## src/rtl/segment_scan_decoder.sv

```systemverilog
// Snoops a multiplexed active-low 7-segment bus and rebuilds the hex digit shown at each position.
// Optional per-digit refresh timeout is compiled in when SEGMENT_SCAN_TIMEOUT_EN is defined.
module segment_scan_decoder #(
  parameter int DIGITS        = 4,
  parameter int STABLE_CYCLES = 4,
  parameter int TIMEOUT       = 1000000
) (
  input  logic                i_clk,
  input  logic                i_rst_n,
  input  logic [DIGITS-1:0]   i_an,
  input  logic [6:0]          i_seg,
  input  logic                i_err_clr,
  output logic [4*DIGITS-1:0] o_val,
  output logic [DIGITS-1:0]   o_vld,
  output logic [DIGITS-1:0]   o_err,
  output logic                o_upd
);
  localparam int SW = DIGITS + 7;
  localparam int CW = $clog2(STABLE_CYCLES + 1);

  typedef enum logic [1:0] {IDLE, SETTLE, HOLD} state_t;

  logic [SW-1:0]     sync1_reg, sync2_reg, prev_reg;
  state_t            state_reg;
  logic [CW-1:0]     cnt_reg;
  logic              upd_reg;

  logic [DIGITS-1:0] s_an;
  logic [6:0]        s_seg;
  logic              same, single, cap_fire;
  logic              dec_ok, dec_blank;
  logic [3:0]        dec_val;
  logic [DIGITS-1:0] tmo_hit;

  assign s_an     = sync2_reg[SW-1:7];
  assign s_seg    = sync2_reg[6:0];
  assign same     = (sync2_reg == prev_reg);
  assign cap_fire = (state_reg == SETTLE) && same && (cnt_reg == CW'(STABLE_CYCLES));

  always_comb begin
    int lows;
    lows = 0;
    for (int i = 0; i < DIGITS; i++) begin
      if (!s_an[i]) lows++;
    end
    single = (lows == 1);
  end

  always_comb begin
    dec_ok    = 1'b1;
    dec_blank = 1'b0;
    dec_val   = 4'h0;
    case (s_seg)
      7'h40: dec_val = 4'h0;
      7'h79: dec_val = 4'h1;
      7'h24: dec_val = 4'h2;
      7'h30: dec_val = 4'h3;
      7'h19: dec_val = 4'h4;
      7'h12: dec_val = 4'h5;
      7'h02: dec_val = 4'h6;
      7'h78: dec_val = 4'h7;
      7'h00: dec_val = 4'h8;
      7'h10: dec_val = 4'h9;
      7'h08: dec_val = 4'hA;
      7'h03: dec_val = 4'hB;
      7'h46: dec_val = 4'hC;
      7'h21: dec_val = 4'hD;
      7'h06: dec_val = 4'hE;
      7'h0E: dec_val = 4'hF;
      7'h7F: begin
        dec_ok    = 1'b0;
        dec_blank = 1'b1;
      end
      default: dec_ok = 1'b0;
    endcase
  end

  // Synchronizer idles at all-ones (bus dark) so a reset never looks like a lit digit.
  always_ff @(posedge i_clk or negedge i_rst_n) begin
    if (!i_rst_n) begin
      sync1_reg <= '1;
      sync2_reg <= '1;
      prev_reg  <= '1;
      state_reg <= IDLE;
      cnt_reg   <= '0;
      upd_reg   <= 1'b0;
    end else begin
      sync1_reg <= {i_an, i_seg};
      sync2_reg <= sync1_reg;
      prev_reg  <= sync2_reg;
      upd_reg   <= cap_fire | (|tmo_hit);
      case (state_reg)
        IDLE: begin
          if (single) begin
            state_reg <= SETTLE;
            cnt_reg   <= CW'(1);
          end
        end
        SETTLE: begin
          if (!same) begin
            cnt_reg <= CW'(1);
            if (!single) state_reg <= IDLE;
          end else if (cap_fire) begin
            state_reg <= HOLD;
          end else begin
            cnt_reg <= cnt_reg + 1'b1;
          end
        end
        HOLD: begin
          if (!same) begin
            cnt_reg   <= CW'(1);
            state_reg <= single ? SETTLE : IDLE;
          end
        end
        default: state_reg <= IDLE;
      endcase
    end
  end

  assign o_upd = upd_reg;

  genvar gi;
  generate
    for (gi = 0; gi < DIGITS; gi++) begin : g_digit
      logic       hit;
      logic [3:0] val_reg;
      logic       vld_reg, err_reg;

      assign hit = cap_fire && !s_an[gi];

      // A new error on this digit wins over a simultaneous clear request.
      always_ff @(posedge i_clk or negedge i_rst_n) begin
        if (!i_rst_n) begin
          val_reg <= 4'h0;
          vld_reg <= 1'b0;
          err_reg <= 1'b0;
        end else begin
          if (hit) begin
            vld_reg <= dec_ok;
            if (dec_ok) val_reg <= dec_val;
          end else if (tmo_hit[gi]) begin
            vld_reg <= 1'b0;
          end
          err_reg <= (hit && !dec_ok && !dec_blank) || (err_reg && !i_err_clr);
        end
      end

`ifdef SEGMENT_SCAN_TIMEOUT_EN
      localparam int TW = $clog2(TIMEOUT + 1);
      logic [TW-1:0] tmo_reg;

      always_ff @(posedge i_clk or negedge i_rst_n) begin
        if (!i_rst_n) begin
          tmo_reg <= '0;
        end else if (hit) begin
          tmo_reg <= '0;
        end else if (tmo_reg != TW'(TIMEOUT)) begin
          tmo_reg <= tmo_reg + 1'b1;
        end
      end

      assign tmo_hit[gi] = !hit && (tmo_reg == TW'(TIMEOUT - 1));
`else
      // Without refresh counters a digit stays valid until recaptured; TIMEOUT has no effect.
      assign tmo_hit[gi] = (TIMEOUT < 0);
`endif

      assign o_val[4*gi +: 4] = val_reg;
      assign o_vld[gi]        = vld_reg;
      assign o_err[gi]        = err_reg;
    end
  endgenerate
endmodule
```

## config.mk

```make
export PLATFORM = sky130hd
export DESIGN_NAME = segment_scan_decoder
export DESIGN_NICKNAME = d
export VERILOG_FILES = /design/src/rtl/segment_scan_decoder.sv
export SDC_FILE = /design/constraint.sdc
export NUM_CORES = 1
export LEC_CHECK = 0
export ABC_AREA = 1
export CAP_MARGIN = 20
export CORE_UTILIZATION = 55
export DETAILED_ROUTE_END_ITERATION = 16
export PLACE_DENSITY = 0.85
export SKIP_CTS_REPAIR_TIMING = 1
export SLEW_MARGIN = 30
export SYNTH_ARGS = -nofsm -noshare
export SYNTH_HDL_FRONTEND = slang
export SYNTH_SLANG_ARGS = --single-unit
```

## constraint.sdc

```tcl
create_clock -name i_clk -period 3.7 [get_ports i_clk]
set_input_delay 0.74 -clock i_clk [delete_from_list [all_inputs] [get_ports i_clk]]
set_output_delay 0.74 -clock i_clk [all_outputs]
set_load 0.005 [all_outputs]
```

== After elaboration in Yosys (flattened, before gate mapping) ==
Cells that the tools add are included.

* Muxes and demuxes: 19
* Equal/unequal tests: 26
* $add $sub $neg: 4
* Reductions and logical operators: 39

{| class="wikitable"
|+ Operators by type and width
! cell !! count
|-
| adder 32 x 2 -> 32 bit, second input constant || 3
|-
| 2-to-1 mux 32 bit || 3
|-
| one-hot mux 4 bit (15 select lines) || 1
|-
| == test 7 bit, second input constant || 5
|-
| == test 32 x 2 -> 1 bit, second input constant || 1
|-
| == test 7 x 5 -> 1 bit, second input constant || 3
|-
| == test 7 x 6 -> 1 bit, second input constant || 3
|-
| logical AND 1 bit || 18
|-
| OR reduction 16 bit || 1
|-
| == test 7 x 2 -> 1 bit, second input constant || 2
|-
| == test 7 x 4 -> 1 bit, second input constant || 2
|-
| 2-to-1 mux 3 bit || 4
|-
| == test 11 bit || 1
|-
| 2-to-1 mux 2 bit || 5
|-
| inequality test 3 bit, second input constant || 3
|-
| one-hot mux 3 bit (3 select lines) || 1
|-
| AND reduction 2 bit || 4
|-
| AND reduction 4 bit || 2
|-
| == test 7 x 3 -> 1 bit, second input constant || 1
|-
| logical NOT 1 bit || 7
|-
| logical NOT 7 bit || 1
|-
| one-hot mux 2 bit (3 select lines) || 1
|-
| logical OR 1 bit || 4
|-
| 2-to-1 mux 1 bit || 4
|-
| 7 further kinds || 8
|}

* Input bits: 14
* Register bits after elaboration: 63
* Word-level logic and storage cells: 106
* Output and inout port bits: 25

== Logic depth before layout (Yosys ltp) ==
* Word-level depth: 11
* Depth in mapped cells: 17
* Depth with buffers taken out: 17

== Worst setup path after synthesis ==
Ideal clock, no wire load.

* Path type: reg-to-reg
* From: reg sync2_reg[7]
* To: reg cnt_reg[2]
* Data arrival time: 2049 ps
* Buffers on the path: 0
* Period minus slack after synthesis: 2165 ps
* Setup slack: 1535 ps
* Cell stages (with the launch flop): 18
* Data required time: 3583 ps
* Library setup time: 117 ps
* Cells stage by stage: dfstp_2 inv_1 ha_1 inv_1 nand2_1 nand2_1 inv_1 ha_1 nor2_1 nand2_1 o21ai_0 nand2_1 nand2_1 nand2_1 inv_1 nand2_1 nand2_1 nand2_1

* Longest elaborated chain between the ends: 10

{| class="wikitable"
|+ RTL lines
! element !! RTL line !! source
|-
| from (decl) || 23 || <nowiki>logic [SW-1:0] sync1_reg, sync2_reg, prev_reg;</nowiki>
|-
| from (signal assigned) || 89 || <nowiki>sync2_reg <= sync1_reg;</nowiki>
|-
| 2-to-1 mux 1 bit || 44 || <nowiki>if (!s_an[i]) lows++;</nowiki>
|-
| adder 32 x 2 -> 32 bit || 44 ||
|-
| 2-to-1 mux 32 bit || 44 ||
|-
| adder 32 x 2 -> 32 bit || 44 ||
|-
| 2-to-1 mux 32 bit || 44 ||
|-
| adder 32 x 2 -> 32 bit || 44 ||
|-
| 2-to-1 mux 32 bit || 44 ||
|-
| == test 32 x 2 -> 1 bit || 46 || <nowiki>single = (lows == 1);</nowiki>
|-
| inequality test 2 bit (no line) || -- ||
|-
| AND reduction 4 bit (no line) || -- ||
|-
| to (signal assigned) || 106 || <nowiki>cnt_reg <= cnt_reg + 1'b1;</nowiki>
|-
| to (decl) || 25 || <nowiki>logic [CW-1:0] cnt_reg;</nowiki>
|}

Several ways; a longest one is shown, not always the timed one.
A chain may end at the register's enable or synchronous reset.

== Worst setup path in the final report ==
Same ends and word-level chain as after synthesis.

==> summary.md <==
| Metric | Value |
|---|---|
| Max VDD drop | 0.3502 mV |
| Initial Util | between 50% and 60% |
| Worst Setup End Kind | register |
| Clk slew on worst S/H paths | 70 ps |
| R2R Path Start | sync2_reg[7] |
| Final net count | just under 400 |
| Initial antenna violation count | 0 |
| Share of layout cells above drive strength 1 | a little under a fifth |
| Internal power | 1.172 mW |
| Critical path buffers and inverters | 4 |
| Sw Pwr | 0.3774 mW |
| Pin count of the biggest net entering global routing | 35 |
| H-Tree Depth | 3 |
| First-pass GRT wire length | about 9900 um |
| Share of the yosys chip area belonging to registers | between 50% and 60% |
| WP data arrival | between 2000 and 3000 ps |
| #FFs+latches synth | 63 |
| Drt pass-1 iters | 4 |
| Inserted Diodes | 0 |
| Startpoint types | register |
| Comb power frac | 7.7% |
| Count of cell types in the netlist | 28 |
| Sw Ratio | 24.36% |
| Status | completed |
| Vias in the first global route | 2173 |
| Post-DP HPWL | about 4300 um |
| Max cap viols | 0 |
| Max Root-Sink Buffers | 2 |
| GPL Wtd Cong | 0.9177 |
| Mapped cell area | 2937 sq um |
| Mapped Cells | 336 |
| Die area | 5636 sq um |
| Port bufs | 38 |
| Area Growth Syn to Fin | 21.30% |
| Worst Skew | 7.072 ps |
| CORE AREA | 5140 sq um |
| Stages on worst setup path | 17 |
| DR DRC count | 0 |
| Reg-to-reg setup timing slack | approximately 1300 ps |
| Cell repeated most along the worst path | nand2_1 |
| Clock Power Share | between 40% and 50% |
| Final worst path period share | 65.03% |
| Clock root buffer | clkbuf_8 |
| Worst Hold Class | reg -> reg |
| Setup TNS | 0 ps |
| Detailed Route WL | 5821 um |
| TritonCTS clock tree | yes |
| Total power | 1.549 mW |
| Final setup vio count | 0 |
| Max Clk Rate | around 0.42 GHz |
| Yosys warns | 0 |
| Slew Limit Fails | 0 |
| Top delay family on crit path | simple AND/OR/NAND/NOR gates |
| Antenna-violating nets left | 0 |
| Wire per inst | 12.88 um |
| Pwr/cell area | between 400 and 500 nW/um^2 |
| CTS Buf Count | 9 |
| # rows | 26 |
| Critical Path End | cnt_reg[2] |
| Fillers | 420 |
| R2R cell count | 17 |
| Critical path origin | sync2_reg[7] |
| Slew HR | between 50% and 60% |
| R2R Path End | cnt_reg[2] |
| Grt total ovfl | 0 |
| Clock sinks | 63 |
| Drt via density | 5.044 |
| CP max stage cell | dfstp_2 |
| Slowest stage delay, CP | 600 ps |
| Initial DRC count | around 100 |
| Post-Syn Nets | roughly 360 |
| Hold Vio Cnt, Final | 0 |
| Worst Max-Slew Pin Slew | 732.4 ps |
| Die Width | ~75 um |
| Syn Area/Cell | 8.740 sq um |
| Total track usage | 24.45% |
| RSZ-0062 raised after global routing | no |
| Post-route minimum period | 2406 ps |
| CP Max Fanout | 6 |
| Worst skew pair latency | 350 ps |
| Die height | 75.07 um |
| Max FFs per register | 16 |
| Cell Chain, Critical Path | inv_1, ha_1, inv_1, nand2_1, nand2_1, inv_1, ha_1, nor2_1, nand2_1, o21ai_0, nand2_1, nand2_1, nand2_1, inv_1, nand2_1, nand2_1, nand2_1 |
| LEAKAGE | around 1.8 nW |
| Seq pwr share | 48.6% |
| Crit path kind | reg -> reg |
| Vias post-DR | around 2300 |
| Req. time, crit path | 3940 ps |
| IO Pins | 39 |
-- per-stage QoR --
| step | area, sq um | hold slack (ps) | util, % | setup WS [ps] | cells |
|---|---|---|---|---|---|
| after floorplan | 2937 | 345.2 | - | 1535 | 336 |
| after global placement | 3332 | 345.2 | 64.82 | 1430 | 436 |
| after detailed placement | 3332 | 347.2 | 64.82 | 1347 | 436 |
| after CTS | 3562 | 355.8 | 69.30 | 1306 | 452 |
| after global routing | 3562 | 360.0 | 69.30 | 1041 | 452 |
| final | 3562 | 353.2 | 69.30 | 1294 | 452 |
-- synthesized netlist by cell type --
cell type	instances	area, sq um
nand2_2	2	12.51
nand3_1	11	55.05
o21a_1	1	7.510
nand4_1	14	87.58
nor2_2	4	25.02
nand2_1	132	495.5
nor2_1	24	90.09
nor2_4	4	45.04
nor3_1	3	15.01
o21ai_1	3	15.01
nor3_2	1	10.01
buf_6	2	22.52
nor4_1	1	6.260
o21ai_0	7	35.03
buf_4	8	60.06
xnor2_1	4	35.03
inv_2	3	11.26
o21ai_2	1	8.760
dfrtp_1	30	750.7
or2b_1	1	7.510
nand3_2	2	20.02
nand3_4	2	35.03
inv_1	34	127.6
dfstp_2	33	867.1
ha_1	5	62.56
inv_4	1	6.260
xor2_1	2	17.52
a21oi_1	1	5.000
-- worst min-delay path by stage --
stage | depth (start not counted) | end | slack, ps | from
finish | 0 | sync2_reg[7] | 350 | sync1_reg[7]
global route | 0 | sync2_reg[1] | 360 | sync1_reg[1]
CTS | 0 | sync2_reg[7] | 360 | sync1_reg[7]
detailed placement | 0 | sync2_reg[9] | 350 | sync1_reg[9]
global placement | 0 | sync2_reg[0] | 350 | sync1_reg[0]
floorplan | 0 | sync2_reg[0] | 350 | sync1_reg[0]
-- cells by family (layout without fill, tap and decap cells) --
logic type | Yosys count | in the layout | synth area share (%)
flops | 63 | 63 | 55.09
simple gates | 201 | 201 | 30.81
buf+inv | 48 | 94 | 7.755
compound gates | 13 | 13 | 2.428
fa+ha+maj | 5 | 5 | 2.130
xor+xnor | 6 | 6 | 1.790
-- cells in the final DEF, fill, tap and decap left out, drive strengths merged, types with 10 or more instances in the layout --
| cell type | n |
|---|---|
| inv | 39 |
| dfstp | 33 |
| nand4 | 14 |
| nor2 | 32 |
| o21ai | 11 |
| clkdlybuf4s50 | 37 |
| nand2 | 134 |
| clkbuf | 10 |
| dfrtp | 30 |
| nand3 | 15 |
-- area by class of cell --
class                      count  area (sq um)  area share, %
sequential                    63          1618          45.42
multi-input combinational    225          1091          30.63
timing repair buffer          40         390.4          10.96
inverter                      38         145.1          4.074
clock buffer                  10         137.6          3.864
clock inverter                 6         92.59          2.599
tap                           70         87.58          2.459
-- power groups by stage --
stage	registers (mW)	logic (mW)	clock network [mW]
after floorplan	0.757	0.0760	0
after global placement	0.763	0.114	0
after detailed placement	0.764	0.120	0
after CTS	0.753	0.121	0.688
after global routing	0.757	0.140	0.717
final	0.753	0.119	0.677
-- metal layers --
layer	vias to the layer above	GRT usage (%)	share of wire (%)
met3	14	5.221	3.7
met1	1087	31.77	46
li1	1121	-	-
met5	-	0	0
met4	0	12.37	2.3
met2	58	38.94	48
(Power assumes the default switching activity.)
